## src/rtl/reg_readback_pkg.sv

```systemverilog
// Shared types and constants for the register readback transmitter.
// Holds the serializer state encoding, frame geometry and the burst length decode.
package reg_readback_pkg;

  typedef enum logic [1:0] {
    IDLE  = 2'd0,
    START = 2'd1,
    DATA  = 2'd2,
    STOP  = 2'd3
  } tx_state_t;

  localparam int FRAME_BITS = 10;
  localparam int DATA_BITS  = FRAME_BITS - 2;
  localparam int REG_BYTES  = 16;

  // A zero count on the request means a full-bank readback.
  function automatic logic [4:0] decode_count(input logic [3:0] cnt);
    return (cnt == 4'd0) ? 5'(REG_BYTES) : {1'b0, cnt};
  endfunction

endpackage

```

## src/rtl/reg_readback_if.sv

```systemverilog
// Host-side request bus and serial status of the register readback transmitter.
// The host owns the register image and request fields; the transmitter owns the rest.
interface reg_readback_if;
  import reg_readback_pkg::*;

  logic [8*REG_BYTES-1:0] reg_data;
  logic [3:0]             rd_addr;
  logic [3:0]             rd_count;
  logic                   rd_valid;
  logic                   rd_ready;
  logic                   tx;
  logic                   busy;
  logic                   done;

  modport master (
    output reg_data, rd_addr, rd_count, rd_valid,
    input  rd_ready, tx, busy, done
  );

  modport slave (
    input  reg_data, rd_addr, rd_count, rd_valid,
    output rd_ready, tx, busy, done
  );

endinterface

```

## src/rtl/reg_readback_uart_tx_frame.sv

```systemverilog
// Single 8N1 frame serializer: load starts the start bit on the next edge, frame_done flags the last stop-bit cycle.
// A load presented with frame_done chains the next frame with no idle gap.
module uart_tx_frame
  import reg_readback_pkg::*;
#(
  parameter int CLKS_PER_BIT = 186
) (
  input  logic       clk,
  input  logic       reset,
  input  logic       load,
  input  logic [7:0] byte_dat,
  output logic       tx,
  output logic       frame_done
);

  localparam int CNT_W = $clog2(CLKS_PER_BIT);

  tx_state_t        state;
  logic [CNT_W-1:0] bit_cnt;
  logic [2:0]       bit_idx;
  logic [7:0]       shreg;
  logic             bit_end;

  assign bit_end    = (bit_cnt == CNT_W'(CLKS_PER_BIT - 1));
  assign frame_done = (state == STOP) && bit_end;

  always_ff @(posedge clk) begin
    if (reset) begin
      state   <= IDLE;
      tx      <= 1'b1;
      bit_cnt <= '0;
      bit_idx <= '0;
      shreg   <= '0;
    end else begin
      bit_cnt <= bit_end ? '0 : bit_cnt + 1'b1;
      case (state)
        IDLE: begin
          bit_cnt <= '0;
          if (load) begin
            state <= START;
            tx    <= 1'b0;
            shreg <= byte_dat;
          end
        end
        START: begin
          if (bit_end) begin
            state   <= DATA;
            tx      <= shreg[0];
            shreg   <= {1'b0, shreg[7:1]};
            bit_idx <= '0;
          end
        end
        DATA: begin
          if (bit_end) begin
            if (bit_idx == 3'(DATA_BITS - 1)) begin
              state <= STOP;
              tx    <= 1'b1;
            end else begin
              tx      <= shreg[0];
              shreg   <= {1'b0, shreg[7:1]};
              bit_idx <= bit_idx + 3'd1;
            end
          end
        end
        STOP: begin
          if (bit_end) begin
            // Chained load goes straight into the next start bit.
            if (load) begin
              state <= START;
              tx    <= 1'b0;
              shreg <= byte_dat;
            end else begin
              state <= IDLE;
            end
          end
        end
        default: state <= IDLE;
      endcase
    end
  end

endmodule

```

## src/rtl/reg_readback.sv

```systemverilog
// Register readback transmitter: snapshots 16 bytes on request and sends a wrapping run as back-to-back 8N1 frames.
// Start bit one cycle after acceptance; requests while busy are dropped. READBACK_CHECKSUM_EN appends an XOR frame.
module reg_readback
  import reg_readback_pkg::*;
#(
  parameter int CLKS_PER_BIT = 186
) (
  input  logic           clk,
  input  logic           reset,
  reg_readback_if.slave  bus
);

  logic [REG_BYTES-1:0][7:0] snap;
  logic [3:0]                ptr;
  logic [3:0]                next_ptr;
  logic [4:0]                rem;
  logic                      ready_r;
  logic                      busy_r;
  logic                      done_r;
  logic                      accept;
  logic                      load;
  logic                      finish;
  logic [7:0]                load_byte;
  logic                      frame_done;
  logic                      tx_line;

`ifdef READBACK_CHECKSUM_EN
  logic [7:0]                csum;
  logic                      csum_sent;
`endif

  assign accept   = bus.rd_valid && ready_r;
  assign next_ptr = ptr + 4'd1;

  always_comb begin
    load      = 1'b0;
    finish    = 1'b0;
    load_byte = snap[next_ptr];
    if (accept) begin
      // First byte comes straight from the live image; the snapshot lands on the same edge.
      load      = 1'b1;
      load_byte = bus.reg_data[{bus.rd_addr, 3'b000} +: 8];
    end else if (busy_r && frame_done) begin
      if (rem > 5'd1) begin
        load = 1'b1;
      end else begin
`ifdef READBACK_CHECKSUM_EN
        if (!csum_sent) begin
          load      = 1'b1;
          load_byte = csum;
        end else begin
          finish = 1'b1;
        end
`else
        finish = 1'b1;
`endif
      end
    end
  end

  always_ff @(posedge clk) begin
    if (accept) begin
      snap <= bus.reg_data;
    end
  end

  always_ff @(posedge clk) begin
    if (reset) begin
      ready_r <= 1'b0;
      busy_r  <= 1'b0;
      done_r  <= 1'b0;
      ptr     <= '0;
      rem     <= '0;
    end else begin
      done_r <= finish;
      if (accept) begin
        ptr     <= bus.rd_addr;
        rem     <= decode_count(bus.rd_count);
        busy_r  <= 1'b1;
        ready_r <= 1'b0;
      end else if (busy_r && frame_done && rem > 5'd1) begin
        ptr <= next_ptr;
        rem <= rem - 5'd1;
      end else if (finish) begin
        busy_r  <= 1'b0;
        ready_r <= 1'b1;
      end else if (!busy_r) begin
        ready_r <= 1'b1;
      end
    end
  end

`ifdef READBACK_CHECKSUM_EN
  always_ff @(posedge clk) begin
    if (reset) begin
      csum      <= '0;
      csum_sent <= 1'b0;
    end else if (accept) begin
      csum      <= load_byte;
      csum_sent <= 1'b0;
    end else if (busy_r && frame_done) begin
      if (rem > 5'd1) begin
        csum <= csum ^ load_byte;
      end else if (!csum_sent) begin
        csum_sent <= 1'b1;
      end
    end
  end
`endif

  uart_tx_frame #(
    .CLKS_PER_BIT (CLKS_PER_BIT)
  ) u_frame (
    .clk        (clk),
    .reset      (reset),
    .load       (load),
    .byte_dat   (load_byte),
    .tx         (tx_line),
    .frame_done (frame_done)
  );

  assign bus.tx       = tx_line;
  assign bus.rd_ready = ready_r;
  assign bus.busy     = busy_r;
  assign bus.done     = done_r;

endmodule

```

## src/flat_wrapper.sv

```systemverilog
// flat-port wrapper written by rule: the top's interface ports become plain ports
module reg_readback_flat import reg_readback_pkg::*;
#(
  parameter int CLKS_PER_BIT = 186
)
  (clk, reset, bus_reg_data, bus_rd_addr, bus_rd_count, bus_rd_valid, bus_rd_ready, bus_tx, bus_busy, bus_done);
  reg_readback_if bus_i ();
  input  logic clk;
  input  logic reset;
  input wire logic [$bits(bus_i.reg_data)-1:0] bus_reg_data;
  input wire logic [$bits(bus_i.rd_addr)-1:0] bus_rd_addr;
  input wire logic [$bits(bus_i.rd_count)-1:0] bus_rd_count;
  input wire logic [$bits(bus_i.rd_valid)-1:0] bus_rd_valid;
  output wire logic [$bits(bus_i.rd_ready)-1:0] bus_rd_ready;
  output wire logic [$bits(bus_i.tx)-1:0] bus_tx;
  output wire logic [$bits(bus_i.busy)-1:0] bus_busy;
  output wire logic [$bits(bus_i.done)-1:0] bus_done;
  assign bus_i.reg_data = bus_reg_data;
  assign bus_i.rd_addr = bus_rd_addr;
  assign bus_i.rd_count = bus_rd_count;
  assign bus_i.rd_valid = bus_rd_valid;
  assign bus_rd_ready = bus_i.rd_ready;
  assign bus_tx = bus_i.tx;
  assign bus_busy = bus_i.busy;
  assign bus_done = bus_i.done;
  reg_readback #(.CLKS_PER_BIT(CLKS_PER_BIT)) u_core (.clk(clk), .reset(reset), .bus(bus_i));
endmodule
```

## config.mk

```make
export PLATFORM = sky130hd
export DESIGN_NAME = reg_readback_flat
export DESIGN_NICKNAME = d
export VERILOG_FILES = /design/src/rtl/reg_readback_pkg.sv /design/src/rtl/reg_readback_if.sv /design/src/rtl/reg_readback_uart_tx_frame.sv /design/src/rtl/reg_readback.sv /design/src/flat_wrapper.sv
export SDC_FILE = /design/constraint.sdc
export NUM_CORES = 1
export LEC_CHECK = 0
export ABC_AREA = 1
export CORE_MARGIN = 4
export CORE_UTILIZATION = 36
export DETAILED_ROUTE_END_ITERATION = 6
export PLACE_DENSITY_LB_ADDON = 0.15
export SYNTH_ARGS = -nofsm -noshare
export SYNTH_HDL_FRONTEND = slang
export SYNTH_SLANG_ARGS = --single-unit
```

## constraint.sdc

```tcl
create_clock -name clk -period 7.8 [get_ports clk]
set_input_delay 1.17 -clock clk [delete_from_list [all_inputs] [get_ports clk]]
set_output_delay 1.17 -clock clk [all_outputs]
set_load 0.01 [all_outputs]
```

== Word-level counts from Yosys, hierarchy flattened ==
Index checks and enable logic that the tools add are counted.

* Register bits after elaboration: 162
* Bits of input ports: 139
* Logic and storage cells: 106

* $add $sub $neg: 4
* Order comparisons: 2
* Equal/unequal tests: 13
* Shift operators: 1
* Muxes and demuxes: 42
* Bitwise logic cells: 1
* Reductions and logical operators: 17

{| class="wikitable"
|+ Operator list
! operator !! number
|-
| variable part select 128 x 8 -> 8 bit || 1
|-
| 2-to-1 mux 8 bit || 7
|-
| binary-select mux 8 bit (select 4 bit) || 1
|-
| case mux 8 bit (4 select lines) || 1
|-
| 2-to-1 mux 1 bit || 17
|-
| 2-to-1 mux 5 bit || 3
|-
| != test 2 bit, second input constant || 6
|-
| 2-to-1 mux 2 bit || 5
|-
| 2-to-1 mux 3 bit || 3
|-
| adder 8 x 1 -> 8 bit, second input constant || 1
|-
| equality test 8 bit, second input constant || 1
|-
| 2-to-1 mux 4 bit || 2
|-
| case mux 2 bit (4 select lines) || 1
|-
| AND reduction 4 bit || 2
|-
| case mux 3 bit (2 select lines) || 1
|-
| nonzero test 2 bit || 3
|-
| greater-than comparator 5 x 1 -> 1 bit, second input constant || 1
|-
| less-than comparator 4 x 5 -> 1 bit, second input constant || 1
|-
| AND reduction 5 bit || 1
|-
| subtractor 5 x 1 -> 5 bit, second input constant || 1
|-
| adder 4 x 1 -> 4 bit, second input constant || 1
|-
| equality test 2 bit, second input constant || 2
|-
| logical AND 1 bit || 4
|-
| zero test 4 bit || 1
|-
| other kinds (11) || 13
|}

== Longest topological paths before layout ==
Gate-level depths: netlist (run 1).

* Depth in word-level cells: 8
* Mapped depth: 13
* Mapped depth without buffers: 12

== Modules after synthesis ==
Synthesis (run 1) repeated with hierarchy kept, for this count alone.

* Cell total of the unflattened synthesis: 1187
* Area, all modules: 9027.4 sq um

{| class="wikitable"
|+ Modules (own cells, without submodules)
! module !! times used !! cells an instance !! area an instance (sq um) !! sequential area each (sq um)
|-
| reg_readback || 1 || 1010 || 7767.4 || 4083.9
|-
| uart_tx_frame || 1 || 177 || 1260.0 || 440.4
|}

== Least setup slack after synthesis (run 1) ==
Ideal clock, no wire load.

* Path type: input to register
* Start: input bus_rd_valid
* End: register u_core.ptr[1]
* Arrival time: 5757 ps
* Data required time: 7723 ps
* Slack: 1965 ps
* Stages on the path: 5
* Path through: nand2_2 > clkinv_1 > clkbuf_1 > a22oi_1 > a21oi_1

* Word-level cells in the longest chain between the ends: 2
* Elaborated cells between the ends (all ways): 3
* Those cells by class: mux: 1; reduce/logical: 2

{| class="wikitable"
|+ Ends and longest elaborated chain
! what !! RTL line !! source
|-
| from (decl) || flat_wrapper.sv:13 || <nowiki>input wire logic [$bits(bus_i.rd_valid)-1:0] bus_rd_valid;</nowiki>
|-
| logical AND 1 bit * || reg_readback.sv:32 || <nowiki>assign accept = bus.rd_valid && ready_r;</nowiki>
|-
| net u_core.accept || reg_readback.sv:20 || <nowiki>logic accept;</nowiki>
|-
| 2-to-1 mux 4 bit / nonzero test 2 bit (equally long branches) || - ||
|-
| to (signal assigned) || reg_readback.sv:77 || <nowiki>ptr <= bus.rd_addr;</nowiki>
|-
| to (signal assigned) || reg_readback.sv:82 || <nowiki>ptr <= next_ptr;</nowiki>
|-
| to (decl) || reg_readback.sv:14 || <nowiki>logic [3:0] ptr;</nowiki>
|}

Mark *: on every way through the listed nets, which the timed path passes. The rest lies on a longest branch.
A chain may end at the register's enable or synchronous reset.

== Worst setup path in the final report (run 1) ==
* Start: input bus_rd_valid
* End: register u_core.ptr[3]

* Word-level cells in the longest chain between the ends: 2
* Elaborated cells between the ends (all ways): 3
* Those cells by class: mux: 1; reduce/logical: 2

{| class="wikitable"
|+ Ends and longest elaborated chain
! what !! RTL line
|-
| logical AND 1 bit * || reg_readback.sv:32
|-
| 2-to-1 mux 4 bit / nonzero test 2 bit (equally long branches) || -
|}

Mark *: on every way between the ends. The rest lies on a longest branch, timed or not.

==> flow_metrics.env, run 1 <==
export IMPL_status="complete, no violations"
export IMPL_clk_latency_ns=0.42
export IMPL_synth_xor_area_frac=0.01160
export IMPL_cts_resized=0
export IMPL_drc_errors=0
export IMPL_cts_clk_slew_worst_paths_ns=0.06
export IMPL_maxCapViolations=0
export IMPL_clockPowerShare=0.367
export IMPL_drtIter0Drc=532
export IMPL_synth_most_common_cell="nand2_1"
export IMPL_gr_total_overflow=0
export IMPL_vias=7106
export IMPL_worstHoldStart="u_core.u_frame.bit_cnt[0]"
export IMPL_dieArea_um2=25570
export IMPL_slowest_delay_ns=0.90
export IMPL_power_leakage_uw=0.004092
export IMPL_core_area_um2=22640
export IMPL_yosys_area_top_type="edfxtp_1"
export IMPL_cp_arrival_ns=3.93
export IMPL_endpoint_kind="flip-flop"
export IMPL_syn_avg_cell_area_um2=8.485
export IMPL_die_y_um=159.9
export IMPL_grt_antenna_before_repair=0
export IMPL_clockRootBuffer="clkbuf_16"
export IMPL_r2r_start="u_core.bus.rd_ready"
export IMPL_skew_ns=0.006891
export IMPL_ys_seq_area_frac=0.5447
export IMPL_cts_buffers=17
export IMPL_finalWeightedCongestion=0.8096
export IMPL_synth_mux_area_frac=0
export IMPL_num_rows=55
export IMPL_cts_hold_buf=0
export IMPL_cts_setup_buffers=0
export IMPL_grt_pass1_wl_um=38730
export IMPL_layout_drive_gt1_share=0.05520
export IMPL_max_freq_mhz=273.7
export IMPL_via_per_inst=5.112
export IMPL_hold_path_class="reg2reg"
export IMPL_finalHoldViolations=0
export IMPL_worstSetupStartpointType="primary input"
export IMPL_period_needed_ns=3.654
export IMPL_p_switching_uw=664.4
export IMPL_avgRoutedWirePerCell_um=17.88
export IMPL_timing_hold_ws_ns=0.4693
export IMPL_gr_usage_all_layers=0.1945
export IMPL_tightest_slew_ns=1.095
export IMPL_antenna_left=0
export IMPL_first_global_vias=7060
export IMPL_fin_nets=1242
export IMPL_ys_types=35
export IMPL_ys_top_cells_by_count="nand2_1 (236), nor2_1 (162), nand3_1 (129), edfxtp_1 (128), inv_1 (61)"
export IMPL_cts_sinks=162
export IMPL_ys_top_cells_by_area="edfxtp_1 (46%), nand2_1 (11%), dfxtp_1 (8.2%), nand3_1 (7.8%), nor2_1 (7.3%)"
export IMPL_relSlewSlack=0.2699
export IMPL_vdd_drop_max_v=0.0001253
export IMPL_cellInternalPower_uw=1649
export IMPL_maxSlewViolCount=0
export IMPL_wl_um=24850
export IMPL_synth_adder_area_share=0.01657
export IMPL_grt_max_degree=90
export IMPL_synth_nets=1129
export IMPL_synth_top_family_by_area="simple AND/OR/NAND/NOR gates"
export IMPL_cts_htree_levels=4
export IMPL_synth_simple_gate_area_frac=0.2716
export IMPL_area_growth_pct=25.49
export IMPL_power_density_nw_per_um2=222.0
export IMPL_required_ns=8.08
export IMPL_async_reset_ff_frac=0
export IMPL_rsz0062_at_grt="false"
export IMPL_ff_latch_area_um2=4528
export IMPL_switching_share=0.2872
export IMPL_first_pass_iters=5
export IMPL_path_delay_family="buffers and inverters"
export IMPL_fin_tns_setup_ns=0
export IMPL_synth_cells=979
export IMPL_synthesis_area_um2=8307
export IMPL_worstPathCellList="clkdlybuf4s50_1 > nand2_2 > inv_4 > buf_4 > nor2_1 > o21ai_0 > a21oi_1"
export IMPL_initial_core_util=0.3669
export IMPL_p_seq_frac=0.443
export IMPL_critPathBufInv=3
export IMPL_cpMaxStageDelayCell="inv_4"
export IMPL_diodes=0
export IMPL_synth_compound_area_frac=0.08751
export IMPL_yosys_warnings=0
export IMPL_synth_top_area_frac=0.4627
export IMPL_worstSetupStartpoint="bus_rd_valid"
export IMPL_comb_power_share=0.190
export IMPL_synth_seq_cells=162
export IMPL_fp_dieW_um=159.9
export IMPL_fillers=2191
export IMPL_path_class="in2reg"
export IMPL_clk_path_buf_depth=2
export IMPL_hpwl_um=16130
export IMPL_finalSetupViolCount=0
export IMPL_synth_edf_count=128
export IMPL_period_share=0.4684
export IMPL_multi_input_area_um2=3217
export IMPL_critPathMaxFanout=89
export IMPL_cts_tree="yes"
export IMPL_port_buffers=142
export IMPL_synth_ff_type="edfxtp_1"
export IMPL_ioPinCount=143
[cell type report]
type | instances | share of cell area
clock buffer | 17 | 0.04081
multi-input combinational | 693 | 0.3086
tap | 285 | 0.03421
sequential | 162 | 0.4344
timing repair buffer | 147 | 0.1395
clock inverter | 15 | 0.01644
inverter | 71 | 0.02605
[final timing paths]
| kind | to | slack, ns | cells after the start |
|---|---|---|---|
| max | u_core.ptr[3] | 4.15 | 7 |
| min | u_core.u_frame.bit_cnt[0] | 0.47 | 1 |
| max reg2reg | u_core.ptr[3] | 4.99 | 6 |
| min reg2reg | u_core.u_frame.bit_cnt[0] | 0.47 | 1 |
[cells in the final DEF (no fill, tap or decap), types with 2 or more instances in the layout]
master,n
nand2_1,236
nor2_1,162
clkdlybuf4s50_1,141
nand3_1,129
edfxtp_1,128
inv_1,61
o21ai_1,40
o21ai_0,36
dfxtp_1,33
a21oi_1,29
clkbuf_16,17
o211ai_1,15
ha_1,11
inv_2,7
inv_6,7
xor2_1,5
a22oi_1,5
buf_4,5
nor3_1,4
a31oi_1,4
nand2_2,3
nand3_2,3
clkinv_4,3
inv_4,2
a21oi_2,2
nor4_1,2
bufinv_16,2
[registers in the layout (all words and copies together) (netlist names)]
register and flops:
u_core.bus.done 1, u_core.u_frame.state 2, u_core.bus.busy 1, u_core.u_frame.shreg 8
u_core.bus.rd_ready 1, u_core.u_frame.tx 1, u_core.ptr 4, u_core.u_frame.bit_cnt 8
u_core.snap 128, u_core.u_frame.bit_idx 3, u_core.rem 5
[per-layer routing]
layer	GRT usage	vias to the layer above	routed length (um)
met3	0.04594	34	1810
met2	0.3046	291	11390
met1	0.2696	3277	11180
li1	-	3504	-
met5	0	-	0
met4	0.05944	0	467
[power groups by stage]
stage	Combinational, uW	Sequential [uW]	Clock, uW
final	440	1020	849
after global routing	502	1030	905
after CTS	443	1020	862
after detailed placement	441	1040	0
after floorplan	280	1040	0
after global placement	439	1040	0
[per-stage QoR]
| stage | instance area, um2 | utilization | std cells | setup WS, ns | total power, uW |
|---|---|---|---|---|---|
| after floorplan | 8307 | - | 979 | 1.965 | 1319 |
| after global placement | 9827 | 0.4340 | 1358 | 3.709 | 1481 |
| after detailed placement | 9827 | 0.4340 | 1358 | 3.692 | 1483 |
| after CTS | 10420 | 0.4604 | 1390 | 4.124 | 2329 |
| after global routing | 10420 | 0.4604 | 1390 | 3.882 | 2437 |
| final | 10420 | 0.4604 | 1390 | 4.146 | 2314 |
[cells by family (layout without fill, tap and decap cells)]
family                     after synthesis  after routing
adders and majority gates               11             11
buffers and inverters                  124            250
and+or+nand+nor                        542            542
AOI/OAI and AO/OA                      132            132
DFF                                    162            162
xor gates and xnor gates                 8              8
Power figures use the tool's default switching activity.
==> inputs of run 2 (changes only) <==
- clock period: 7.8 -> 3.27 ns (I/O delays scaled with it)
==> run 2 against run 1 <==
Net effect: first-iteration DRC count fell by 1.3%; core utilization rose by 0.54 points; critical endpoint is now u_core.u_frame.shreg[6]; clock power rose by 130%; sequential power rose by 140%; sequential share of layout area fell by 0.53 points; total power rose by 140%; cell count rose by 1.0%; count of clock-buffer cells in the layout rose by 4; routed wire length rose by 2.8%; setup slack got worse by 3.2 ns; critical path depth did not move; highest routed layer unchanged.
==> flow_metrics.env, run 2 (same netlist as run 1, synthesis figures left out) <==
export IMPL_critPathCapture="u_core.u_frame.shreg[6]"
export IMPL_initial_core_util=0.3669
export IMPL_skew_ns=0.009633
export IMPL_cts_hold_buf=0
export IMPL_finalWeightedCongestion=0.7931
export IMPL_maxCapViolations=0
export IMPL_area_growth_pct=26.96
export IMPL_reg2reg_slack_ns=0.92
export IMPL_reg2reg_depth=7
export IMPL_drtIter0Drc=525
export IMPL_fp_dieW_um=159.9
export IMPL_avgRoutedWirePerCell_um=18.20
export IMPL_diodes=0
export IMPL_final_common_cell="nand2_1"
export IMPL_layout_common_cells="nand2_1 (236), nor2_1 (162), clkdlybuf4s50_1 (141)"
export IMPL_grt_antenna_before_repair=0
export IMPL_core_area_um2=22640
export IMPL_hold_depth=1
export IMPL_largest_reg_flops=128
export IMPL_finalHoldViolations=0
export IMPL_timing_hold_ws_ns=0.4719
export IMPL_power_density_nw_per_um2=518.0
export IMPL_cp_arrival_ns=2.67
export IMPL_cts_htree_levels=4
export IMPL_period_share=0.7194
export IMPL_cts_resized=0
export IMPL_r2r_start="u_core.u_frame.state[0]"
export IMPL_hold_path_class="reg2reg"
export IMPL_gr_usage_all_layers=0.2008
export IMPL_cts_buffers=17
export IMPL_die_y_um=159.9
export IMPL_relSlewSlack=0.4294
export IMPL_worst_slack_ns=0.9176
export IMPL_fin_nets=1256
export IMPL_rr_endpoint="u_core.u_frame.shreg[6]"
export IMPL_cts_tree="yes"
export IMPL_gr_total_overflow=0
export IMPL_clk_path_buf_depth=2
export IMPL_path_delay_family="adder cells"
export IMPL_power_leakage_uw=0.004144
export IMPL_dieArea_um2=25570
export IMPL_wl_um=25550
export IMPL_max_freq_mhz=425.1
export IMPL_antenna_left=0
export IMPL_drc_errors=0
export IMPL_tightest_slew_ns=0.8559
export IMPL_finalSetupViolCount=0
export IMPL_worstSetupStartpointType="flip-flop"
export IMPL_critPathBufInv=2
export IMPL_required_ns=3.59
export IMPL_clk_latency_ns=0.43
export IMPL_vias=7145
export IMPL_cts_clk_slew_worst_paths_ns=0.06
export IMPL_worstPathCellList="inv_1 > ha_1 > clkinv_1 > nand3_2 > nand3_4 > a21oi_1 > a21oi_2"
export IMPL_worstSetupStartpoint="u_core.u_frame.state[0]"
export IMPL_cts_sinks=162
export IMPL_layout_drive_gt1_share=0.05987
export IMPL_maxSlewViolCount=0
export IMPL_clockRootBuffer="clkbuf_16"
export IMPL_dp_slack_ns=0.9304
export IMPL_cp_depth=7
export IMPL_path_class="reg2reg"
export IMPL_vdd_drop_max_v=0.0003483
export IMPL_via_per_inst=5.089
export IMPL_cts_setup_buffers=0
export IMPL_cpMaxStageDelayCell="ha_1"
export IMPL_port_buffers=142
export IMPL_rsz0062_at_grt="false"
export IMPL_ioPinCount=143
export IMPL_first_global_vias=6994
export IMPL_grt_pass1_wl_um=39990
export IMPL_regMostFlops="u_core.snap"
export IMPL_num_rows=55
export IMPL_reg_top3="u_core.snap (128), u_core.u_frame.bit_cnt (8), u_core.u_frame.shreg (8)"
export IMPL_grt_max_degree=82
export IMPL_critPathMaxFanout=16
export IMPL_hpwl_um=17690
export IMPL_endpoint_kind="flip-flop"
export IMPL_period_needed_ns=2.352
export IMPL_status="complete, no violations"
export IMPL_slowest_delay_ns=0.55
export IMPL_fin_tns_setup_ns=0
export IMPL_first_pass_iters=5
## run 2: final cells by class
type | count | area (um2)
clock buffer | 21 | 440.4
multi-input combinational | 693 | 3217
sequential | 162 | 4526
fill | 2178 | 12090
timing repair buffer | 161 | 1622
clock inverter | 11 | 113.9
inverter | 71 | 271.5
tap | 285 | 356.6
## run 2: per-layer routing
metal | share of wire | GRT usage | up-vias
met4 | 0.0097 | 0.04497 | 0
met2 | 0.46 | 0.3173 | 245
met3 | 0.067 | 0.04181 | 17
met1 | 0.46 | 0.2865 | 3353
li1 | - | - | 3530
met5 | 0 | 0 | -
## run 2: stage by stage
| stage | total power, uW | util | cells | instance area, um2 |
|---|---|---|---|---|
| 5_1_grt | 5725 | 0.4658 | 1404 | 10550 |
| 4_1_cts | 5498 | 0.4658 | 1404 | 10550 |
| 3_3_place_gp | 3568 | 0.4413 | 1372 | 9992 |
| 3_5_place_dp | 3573 | 0.4413 | 1372 | 9992 |
| 6_report | 5463 | 0.4658 | 1404 | 10550 |
| 2_1_floorplan | 3139 | - | 979 | 8308 |
## run 2: worst reg2reg max path, stage by stage (launching register included)
cell and delay (ns):
dfxtp_1 0.40, inv_1 0.09, ha_1 0.55, clkinv_1 0.44
nand3_2 0.25, nand3_4 0.20, a21oi_1 0.23, a21oi_2 0.08
## run 2: worst min path at each step
stage	start	endpoint	slack (ns)
final	u_core.u_frame.bit_cnt[0]	u_core.u_frame.bit_cnt[0]	0.47
after global routing	u_core.u_frame.bit_idx[1]	u_core.u_frame.bit_idx[1]	0.49
after CTS	u_core.u_frame.bit_idx[2]	u_core.u_frame.bit_idx[2]	0.47
after detailed placement	u_core.u_frame.bit_cnt[0]	u_core.u_frame.bit_cnt[0]	0.46
after global placement	u_core.u_frame.bit_cnt[0]	u_core.u_frame.bit_cnt[0]	0.45
after floorplan	u_core.u_frame.bit_cnt[0]	u_core.u_frame.bit_cnt[0]	0.43
## run 2: where the power goes
group,switching (uW),internal [uW],total (uW)
Combinational,664,434,1100
Clock,821,1110,1930
Sequential,59.2,2370,2430
==> inputs of run 3 (changes only) <==
- clock period: 3.27 -> 2.5 ns (I/O delays scaled with it)
==> run 3 against run 2 <==
Net effect: critical endpoint is now u_core.u_frame.shreg[4]; clock skew fell by 0.0021 ns; largest cell class unchanged; final area is 0.75% higher; total power up 32%; die area did not move.
==> flow_metrics.env, run 3 (same netlist as run 1, synthesis figures left out) <==
export IMPL_status="complete, no violations"
export IMPL_skew_ns=0.007494
export IMPL_power_leakage_uw=0.004195
export IMPL_drtIter0Drc=551
export IMPL_cp_depth=8
export IMPL_fp_dieW_um=159.9
export IMPL_critPathCapture="u_core.u_frame.shreg[4]"
export IMPL_cts_htree_levels=4
export IMPL_via_per_inst=5.089
export IMPL_reg2reg_depth=8
export IMPL_dp_slack_ns=0.5007
export IMPL_cp_arrival_ns=2.32
export IMPL_clockRootBuffer="clkbuf_16"
export IMPL_stdcell_count=1411
export IMPL_clk_path_buf_depth=2
export IMPL_fillers=2200
export IMPL_dieArea_um2=25570
export IMPL_first_pass_iters=5
export IMPL_finalPower_uw=7207
export IMPL_die_y_um=159.9
export IMPL_cts_tree="yes"
export IMPL_antenna_left=0
export IMPL_gr_usage_all_layers=0.2022
export IMPL_gr_total_overflow=0
export IMPL_rsz0062_at_grt="false"
export IMPL_maxSlewViolCount=0
export IMPL_fin_tns_setup_ns=0
export IMPL_placed_cells=1379
export IMPL_largest_reg_flops=128
export IMPL_ff_latch_area_um2=4526
export IMPL_max_freq_mhz=499.4
export IMPL_cts_buffers=17
export IMPL_vdd_drop_max_v=0.0003731
export IMPL_regMostFlops="u_core.snap"
export IMPL_r2r_start="u_core.u_frame.state[0]"
export IMPL_num_rows=55
export IMPL_endpoint_kind="flip-flop"
export IMPL_ioPinCount=143
export IMPL_diodes=0
export IMPL_critPathMaxFanout=16
export IMPL_path_delay_family="compound AO/OA/AOI/OAI gates"
export IMPL_worst_slack_ns=0.4974
export IMPL_worstSetupStartpoint="u_core.u_frame.state[0]"
export IMPL_hold_path_class="reg2reg"
export IMPL_finalWeightedCongestion=0.8368
export IMPL_clk_latency_ns=0.43
export IMPL_grt_max_degree=68
export IMPL_hpwl_um=18070
export IMPL_core_area_um2=22640
export IMPL_cts_resized=0
export IMPL_power_density_nw_per_um2=678.3
export IMPL_layout_common_cells="nand2_1 (236), nor2_1 (162), clkdlybuf4s50_1 (141)"
export IMPL_timing_hold_ws_ns=0.4705
export IMPL_multi_input_area_um2=3217
export IMPL_reg_top3="u_core.snap (128), u_core.u_frame.bit_cnt (8), u_core.u_frame.shreg (8)"
export IMPL_final_common_cell="nand2_1"
export IMPL_worstSetupStartpointType="flip-flop"
export IMPL_relSlewSlack=0.6109
export IMPL_rr_endpoint="u_core.u_frame.shreg[4]"
export IMPL_grt_pass1_wl_um=40350
export IMPL_drc_errors=0
export IMPL_path_class="reg2reg"
export IMPL_critPathBufInv=2
export IMPL_finalSetupViolCount=0
export IMPL_wl_um=25840
export IMPL_cts_hold_buf=0
export IMPL_maxCapViolations=0
export IMPL_finalHoldViolations=0
export IMPL_cpMaxStageDelayCell="dfxtp_1"
export IMPL_fin_nets=1263
export IMPL_cts_sinks=162
export IMPL_period_needed_ns=2.003
export IMPL_port_buffers=142
export IMPL_initial_core_util=0.3669
export IMPL_avgRoutedWirePerCell_um=18.32
export IMPL_slowest_delay_ns=0.42
export IMPL_area_growth_pct=27.91
export IMPL_vias=7181
export IMPL_period_share=0.8010
export IMPL_worstPathCellList="inv_1 > ha_1 > nor2_1 > inv_1 > o21ai_2 > nand3_4 > a21oi_1 > a21oi_1"
export IMPL_cts_setup_buffers=0
export IMPL_cts_clk_slew_worst_paths_ns=0.06
export IMPL_required_ns=2.82
export IMPL_layout_drive_gt1_share=0.06927
export IMPL_reg2reg_slack_ns=0.50
export IMPL_tightest_slew_ns=0.5828
export IMPL_grt_antenna_before_repair=0
export IMPL_first_global_vias=7204
==> run 3: changes by cell type in the layout (fill, tap and decap cells not counted) <==
cell / delta
buf_12: +1
buf_4: +6
clkbuf_1: -3
clkinv_1: -1
clkinv_2: +2
clkinv_4: +1
clkinvlp_4: -1
inv_6: +2
==> run 3: final cells by class <==
class	count	share of cell area
clock inverters	14	0.01307
well taps	285	0.03356
flip-flops and latches	162	0.4259
inverters	71	0.02555
multi-input cells	693	0.3028
repair buffers	168	0.1587
clock buffers	18	0.04039
==> run 3: how the worst min path moves through the flow <==
stage / from / end / slack [ns] / cells past startpoint
after floorplan: u_core.u_frame.bit_cnt[0] / u_core.u_frame.bit_cnt[0] / 0.43 / 1
final: u_core.u_frame.bit_idx[1] / u_core.u_frame.bit_idx[1] / 0.47 / 2
after CTS: u_core.u_frame.bit_idx[1] / u_core.u_frame.bit_idx[1] / 0.47 / 2
after global routing: u_core.u_frame.bit_cnt[0] / u_core.u_frame.bit_cnt[0] / 0.49 / 1
after detailed placement: u_core.u_frame.bit_cnt[0] / u_core.u_frame.bit_cnt[0] / 0.46 / 1
after global placement: u_core.u_frame.bit_cnt[0] / u_core.u_frame.bit_cnt[0] / 0.45 / 1
==> run 3: through the flow <==
step | instance area, um2 | utilization
floorplan | 8310 | -
global placement | 10060 | 0.4442
detailed placement | 10060 | 0.4442
CTS | 10630 | 0.4693
global route | 10630 | 0.4693
finish | 10630 | 0.4693
==> run 3: worst register-to-register path: stages (launching register included) <==
cell and delay [ns]:
dfxtp_1 0.42, inv_1 0.09, ha_1 0.26, nor2_1 0.24
inv_1 0.10, o21ai_2 0.25, nand3_4 0.22, a21oi_1 0.22
a21oi_1 0.09
==> run 3: metal layers <==
layer,vias to the layer above,share of wire,track usage
met2,264,0.46,0.3233
met1,3343,0.46,0.2794
met5,-,0,0
met4,0,0.017,0.05827
li1,3545,-,-
met3,29,0.066,0.04232
==> run 3: power breakdown <==
group | switching [uW] | internal (uW) | leakage (uW)
clock | 1090 | 1460 | 0.000269
sequential | 79.8 | 3100 | 0.00147
combinational | 881 | 592 | 0.00246
total | 2050 | 5160 | 0.00420
